[config.mk]
export PLATFORM = sky130hd
export DESIGN_NAME = avmm_burst_rom_slave
export DESIGN_NICKNAME = d
export VERILOG_FILES = /design/src/rtl/avmm_burst_rom_slave.sv
export SDC_FILE = /design/constraint.sdc
export NUM_CORES = 1
export LEC_CHECK = 0
export CAP_MARGIN = 20
export CORE_ASPECT_RATIO = 1.1
export CORE_MARGIN = 2
export CORE_UTILIZATION = 32
export DETAILED_ROUTE_END_ITERATION = 10
export GPL_ROUTABILITY_DRIVEN = 0
export PLACE_DENSITY = 0.83
export SLEW_MARGIN = 5
export SYNTH_ARGS = -nofsm -noshare
export SYNTH_HDL_FRONTEND = slang
export SYNTH_SLANG_ARGS = --single-unit
[constraint.sdc]
create_clock -name clk -period 1.5 [get_ports clk]
set_input_delay 0.225 -clock clk [delete_from_list [all_inputs] [get_ports clk]]
set_output_delay 0.225 -clock clk [all_outputs]
set_load 0.05 [all_outputs]
[src/rtl/avmm_burst_rom_slave.sv]
//------------------------------------------------------------------------------
// avmm_burst_rom_slave
//   Avalon-MM read-only burst slave in front of a DEPTH x DATA_W synchronous
//   ROM (for example, matrix rows for the compute datapath). An accepted
//   command waits DELAY+1 cycles, then streams one ROM word per cycle. The
//   address wraps modulo DEPTH. An address with any bit set above the ROM
//   index returns DECODEERROR beats with zero data, using the same beat count
//   and the same timing as an OKAY burst.
//
//   Ports
//     clk            clock
//     reset_n        asynchronous, active-low reset
//     address        word address (32 bits)
//     read           read request
//     burstcount     beats requested; 0 is treated as 1
//     readdata       returned word
//     readdatavalid  readdata/response valid this cycle
//     response       2'b00 OKAY, 2'b11 DECODEERROR
//     waitrequest    high = command not accepted (registered)
//     state          debug: IDLE=00 WAIT=01 STREAM=10 DRAIN=11
//
//   ROM image: every byte of word i equals i.
//
//   Revision: 1.0  initial release
//------------------------------------------------------------------------------
`default_nettype none

module avmm_burst_rom_slave #(
    parameter int    DATA_W    = 64,
    parameter int    ADDR_W    = 3,
    parameter int    BURST_W   = 4,
    parameter int    DELAY     = 10,
    parameter string INIT_FILE = "rom_init.hex"
) (
    input  logic               clk,
    input  logic               reset_n,
    input  logic [31:0]        address,
    input  logic               read,
    input  logic [BURST_W-1:0] burstcount,
    output logic [DATA_W-1:0]  readdata,
    output logic               readdatavalid,
    output logic [1:0]         response,
    output logic               waitrequest,
    output logic [1:0]         state
);

    localparam int DEPTH = 2 ** ADDR_W;
    localparam int DLY_W = (DELAY > 0) ? $clog2(DELAY + 1) : 1;

    typedef enum logic [1:0] {
        S_IDLE   = 2'b00,
        S_WAIT   = 2'b01,
        S_STREAM = 2'b10,
        S_DRAIN  = 2'b11
    } state_t;

    state_t             state_q, state_d;
    logic               accept, issue;
    logic [ADDR_W-1:0]  addr_cur;
    logic               err;
    logic [BURST_W-1:0] beats_left;
    logic [DLY_W-1:0]   dly;
    logic               issue_v;
    logic [DATA_W-1:0]  rom_q;

    assign state = state_q;

    //--------------------------------------------------------------------------
    // FSM
    //--------------------------------------------------------------------------
    always_ff @(posedge clk or negedge reset_n) begin
        if (!reset_n) state_q <= S_IDLE;
        else          state_q <= state_d;
    end

    always_comb begin
        state_d = state_q;
        accept  = 1'b0;
        issue   = 1'b0;
        case (state_q)
            S_IDLE: begin
                if (read && !waitrequest) begin
                    accept  = 1'b1;
                    state_d = S_WAIT;
                end
            end
            S_WAIT: begin
                if (dly == '0) state_d = S_STREAM;
            end
            S_STREAM: begin
                issue = 1'b1;
                if (beats_left == BURST_W'(1)) state_d = S_DRAIN;
            end
            // One cycle is enough for the last beat to leave the ROM stage. The
            // output register then presents it while the FSM is already back in
            // IDLE, so back-to-back commands are possible.
            S_DRAIN: state_d = S_IDLE;
            default: state_d = S_IDLE;
        endcase
    end

    //--------------------------------------------------------------------------
    // Command registers, issue pipeline and output register
    //--------------------------------------------------------------------------
    always_ff @(posedge clk or negedge reset_n) begin
        if (!reset_n) begin
            addr_cur      <= '0;
            err           <= 1'b0;
            beats_left    <= '0;
            dly           <= '0;
            issue_v       <= 1'b0;
            waitrequest   <= 1'b0;
            readdata      <= '0;
            readdatavalid <= 1'b0;
            response      <= 2'b00;
        end else begin
            if (accept) begin
                addr_cur   <= address[ADDR_W-1:0];
                err        <= |address[31:ADDR_W];
                beats_left <= (burstcount == '0) ? BURST_W'(1) : burstcount;
                dly        <= DLY_W'(DELAY);
            end else if (state_q == S_WAIT && dly != '0) begin
                dly <= dly - DLY_W'(1);
            end

            if (issue) begin
                addr_cur   <= addr_cur + ADDR_W'(1);  // natural wrap modulo DEPTH
                beats_left <= beats_left - BURST_W'(1);
            end

            issue_v     <= issue;
            waitrequest <= (state_d != S_IDLE);

            // readdata keeps its last value on idle cycles.
            readdatavalid <= issue_v;
            if (issue_v) begin
                readdata <= err ? '0 : rom_q;
                response <= err ? 2'b11 : 2'b00;
            end
        end
    end

    //--------------------------------------------------------------------------
    // ROM: registered address, one cycle of read latency
    //--------------------------------------------------------------------------
    function automatic logic [DATA_W-1:0] pattern(input logic [ADDR_W-1:0] idx);
        logic [7:0]        b;
        logic [DATA_W-1:0] w;
        b = 8'(idx);
        w = '0;
        for (int i = 0; i < DATA_W; i++) w[i] = b[i % 8];
        return w;
    endfunction

    always_ff @(posedge clk) rom_q <= pattern(addr_cur);

endmodule

`default_nettype wire

# After elaboration in Yosys (flattened, before gate mapping)
# Cells that the tools add are included.
# Widths: inputs -> output; s select.
[word_totals] ff_bits=107 in_bits=39 output_inout_bits=70 wordCells=45
[op_classes] n_addsub=3 eq_ne=4 n_mux=16 n_reduce_logical=11
[op_table] op="$mux 59" n=1
[op_table] op="$reduce_or 29->1" n=1
[op_table] op="$mux 4" n=5
[op_table] op="$logic_not 4->1" n=2
[op_table] op="$mux 2" n=4
[op_table] op="$pmux 2 s4" n=1
[op_table] op="$sub 4x1->4 const B" n=2
[op_table] op="$mux 3" n=2
[op_table] op="$reduce_bool 2->1" n=3
[op_table] op="$eq 2x2->1 const B" n=2
[op_table] op="$eq 4x1->1 const B" n=1
[op_table] op="$reduce_bool 4->1" n=1
[op_table] op="$add 3x1->3 const B" n=1
[op_table] op="$mux 1" n=3
[op_table] op="$eq 2x1->1 const B" n=1
[op_table] op="$logic_and 1x1->1" n=2
[op_table] op="$logic_not 2->1" n=1
[op_table] op="$logic_not 1->1" n=1

# Logic depth before layout (Yosys ltp)
[depth] ltp_word=6 ltp_mapped=5 depth_no_buf=5

# Worst setup path after synthesis
# No wires, ideal clock.
[synth_path] path_kind="register to register" from="reg state_q[1], in the netlist state[1]" to="reg beats_left[3]" setup_time_ns=0.123 arrival_time_ns=1.552 t_required_ns=1.377 slack_ns=-0.175 path_stages_with_launch=4 n_path_buf=1 period_less_slack_ns=1.675 path_cell_list="dfrtp_1 -> or4b_1 -> buf_2 -> o221a_1"
[synth_via] elab_chain_len=3 elab_cells_between_ends=6 classes_between="eq/ne (1); mux (3); reduce/logical (2)"
[synth_rtl] item="start: declaration" line="57" rtl="state_t state_q, state_d;"
[synth_rtl] item="start signal: assignment" line="73" rtl="else state_q <= state_d;"
[synth_rtl] item="$eq 2x2->1 / $logic_not 2->1 (equally long branches)" line="80" rtl="case (state_q)"
[synth_rtl] item="$mux 1" line="80"
[synth_rtl] item="$mux 4 / $reduce_bool 2->1 (equally long branches)"
[synth_rtl] item="end signal: assignment" line="120" rtl="beats_left <= (burstcount == '0) ? BURST_W'(1) : burstcount;"
[synth_rtl] item="end signal: assignment" line="128" rtl="beats_left <= beats_left - BURST_W'(1);"
[synth_rtl] item="end: declaration" line="61" rtl="logic [BURST_W-1:0] beats_left;"
# Parallel ways exist; a longest one is shown, timed or not.
# A chain may end at the register's enable or synchronous reset.

# Final worst setup path
[layout_path] from="reg dly[0]" to="reg dly[2]"
[layout_via] elab_chain_len=3 elab_cells_between_ends=6 classes_between="add/sub (1); mux (2); reduce/logical (3)"
[layout_rtl] item="start: declaration" line="62" rtl="logic [DLY_W-1:0] dly;"
[layout_rtl] item="start signal: assignment" line="121" rtl="dly <= DLY_W'(DELAY);"
[layout_rtl] item="start signal: assignment" line="123" rtl="dly <= dly - DLY_W'(1);"
[layout_rtl] item="$sub 4x1->4 / $reduce_bool 4->1 (equally long branches)" line="123, 122"
[layout_rtl] item="$mux 4 / $logic_and 1x1->1 (equally long branches)" line="122" rtl="end else if (state_q == S_WAIT && dly != '0) begin"
[layout_rtl] item="$mux 4 / $reduce_bool 2->1 (equally long branches)"
# Parallel ways exist; a longest one is shown, timed or not. The select of a mux whose other input is x is not followed.

==> out/results.ini <==
[floorplan]
dieArea_um2 = 5540
core_region_area_um2 = 4720
rows = 26
io_pins = 109
die_y_um = 77.9
die_w_um = 71.2
start_util_pct = 33.7

[synth]
synth_area_leaders = dfrtp_1 (33%), buf_4 (29%), dfxtp_1 (3.8%)
ys_ff_latch = 24
avgSynthCellArea_um2 = 9.34
syn_inst = 170
yosys_warnings = 0
ys_types = 34
synth_top_area_cell = dfrtp_1
yosysSeqAreaShare_pct = 36.9
synth_top_cell_area_share_pct = 33.1
synth_area_um2 = 1590

[critical_path]
cp-end-kind = flop
cp.arrival_ps = 1720
worstPathMaxFanout = 3
crit_type = flop to flop
required_ps = 1680
crit_chain = inv_1 > ha_4 > nor3b_4 > or4_1 > a21oi_1
crit_path_top_delay_cell = or4_1
critPathMaxStageDelay_ps = 490
crit_path_start_kind = flop
critical_path.top_delay_family = simple AND/OR/NAND/NOR gates
path_buf_inv = 1

[sta]
holdWs_ps = 309
timing.fmax_mhz = 650
layout_min_cycle_time_ps = 1540
rsz0062_at_grt = yes
finalHoldViolCount = 0
setup_viol = 1
skew_ps = 7.70
post-route-period-util_pct = 103
slew_viol_final = 0
setup_slack_ps = -37.7

[power_and_ir_drop]
cellLeakagePower_nw = 1.15
ir_drop_uv = 834
power_mw = 5.98
p_per_area_nw_per_um2 = 2330

[cells_and_area]
fin_util_pct = 54.5
diodes = 0
instances_no_fill = 294
post_route_cells_drive_above_1_share_pct = 27.3
fin_area_um2 = 2570
final_cell_mix = conb_1 (40), clkdlybuf4s50_1 (38), buf_12 (30), buf_4 (20), dfrtp_1 (18)
area_growth_pct = 61.9
layout_commonest_cell = conb_1
nets = 282

[global_route]
antenna_found_initial = 0
grtUsageTotal_pct = 12.3
grt_pass1_wl_mm = 5.42
grt_max_degree = 22
grt.overflow.total = 0
grt_pass1_vias = 1206

[placed_design]
port_buffers = 68
dp.cells = 283
dpl_cell_area_um2 = 2410
dp_hpwl_mm = 2.77

[clocking]
cts_max_path_buffers = 2
clock-root-buffer = clkbuf_8
cts_sinks = 24
path_clk_slew_ps = 80
clock_latency_ps = 260
h-tree-depth = 1
cts_buffers = 3
cts_tree = yes

[status]
run_status = finished, violations left
violations = setup timing

[detailed_routing]
routed_wl_mm = 3.50
drt_first_pass_iters = 4
via_count = 1289
drcViolationCount = 0
wl_per_cell_um = 11.9
ant_nets = 0
drtIter0Drc = 88
avgViaCountPerCell = 4.38

[min_path]
hp-class = primary input to async pin

[run]
drv_cap = 0

-- worst paths after layout --
kind                       depth (start not counted)                      end                    start  slack, ps
min                                                2  addr_cur[0]$_DFFE_PN0P_                  reset_n        310
max reg2reg                                        5       dly[2]$_DFFE_PN0P_       dly[0]$_DFFE_PN0P_        -40
max in group asynchronous                          2       state[1]$_DFF_PN0_                  reset_n        960
min in group clk                                   0        rom_q[57]$_DFF_P_  addr_cur[1]$_DFFE_PN0P_        400
min reg2reg                                        0        rom_q[57]$_DFF_P_  addr_cur[1]$_DFFE_PN0P_        400
max                                                5       dly[2]$_DFFE_PN0P_       dly[0]$_DFFE_PN0P_        -40
-- cells by family after synthesis --
kind of cell               Yosys count  synth area share [%]
DFF                                 24                  36.9
other                                1                 0.236
AOI/OAI and AO/OA                   21                  8.20
xor gates and xnor gates             1                 0.552
muxes                                3                  2.05
and+or+nand+nor                     42                  16.5
adders and majority gates            4                  3.15
buffers and inverters               74                  32.4
-- what timing repair did --
action / CTS / global route
endpoints found under the setup margin: 4 / 9
resized for setup: 1 / 10
hold buffers: 0 / 0
pin swaps: 1 / 4
setup buffers: 2 / 5
-- cell type report --
cell class	count	area, um^2
clock buffer	4	45.0
fill	380	2150
inverter	9	33.8
multi-input combinational	111	678
sequential	24	589
tap	56	70.1
timing repair buffer	90	1150
-- sequential cells by signal, indices dropped and copies added, names as in the netlist --
name,count
state,2
readdatavalid,1
waitrequest,1
dly,4
err,1
issue_v,1
response,1
beats_left,4
rom_q,3
addr_cur,3
readdata,3
-- layer usage --
metal	wire length, um	track usage [%]	up-vias
li1	-	-	618
met1	1230	13.1	598
met2	2010	24.1	69
met3	226	1.95	4
met4	38	3.96	0
met5	0	0	-
-- synthesized netlist by cell type --
cell,instances
inv_1,9
a21oi_1,2
nor3b_1,2
o22ai_1,1
and4_1,2
dfxtp_1,3
o21ai_1,4
nor4_1,6
nor2_1,4
nand3_1,6
mux2i_1,1
nor4b_2,1
a211oi_1,1
nand3b_1,4
nand2b_1,2
o21ai_0,6
o221a_1,1
mux2_1,2
or4b_1,2
ha_1,4
dfrtp_1,21
buf_2,3
a221o_1,1
o211ai_1,3
or3b_1,1
and3_1,1
buf_4,62
a31oi_1,2
nor3_1,6
xor2_1,1
nand2_1,3
or4_1,1
conb_1,1
nor2b_1,1
-- per-stage QoR --
| stage | setup WS, ps | setup TNS (ps) |
|---|---|---|
| 4_1_cts | 0.597 | 0 |
| 3_5_place_dp | -206 | -1530 |
| 3_3_place_gp | -161 | -944 |
| 6_report | -37.7 | -37.7 |
| 2_1_floorplan | -51.5 | -81.1 |
| 5_1_grt | -66.7 | -79.9 |
-- where the power goes --
| part | total, mW | leakage, nW | switching, mW | internal, mW |
|---|---|---|---|---|
| Combinational | 4.41 | 0.850 | 2.39 | 2.02 |
| Clock | 0.374 | 0.0228 | 0.185 | 0.189 |
| Sequential | 1.20 | 0.277 | 0.255 | 0.944 |
| Total | 5.98 | 1.15 | 2.83 | 3.15 |
No activity file was read; power rests on OpenSTA's default activity.
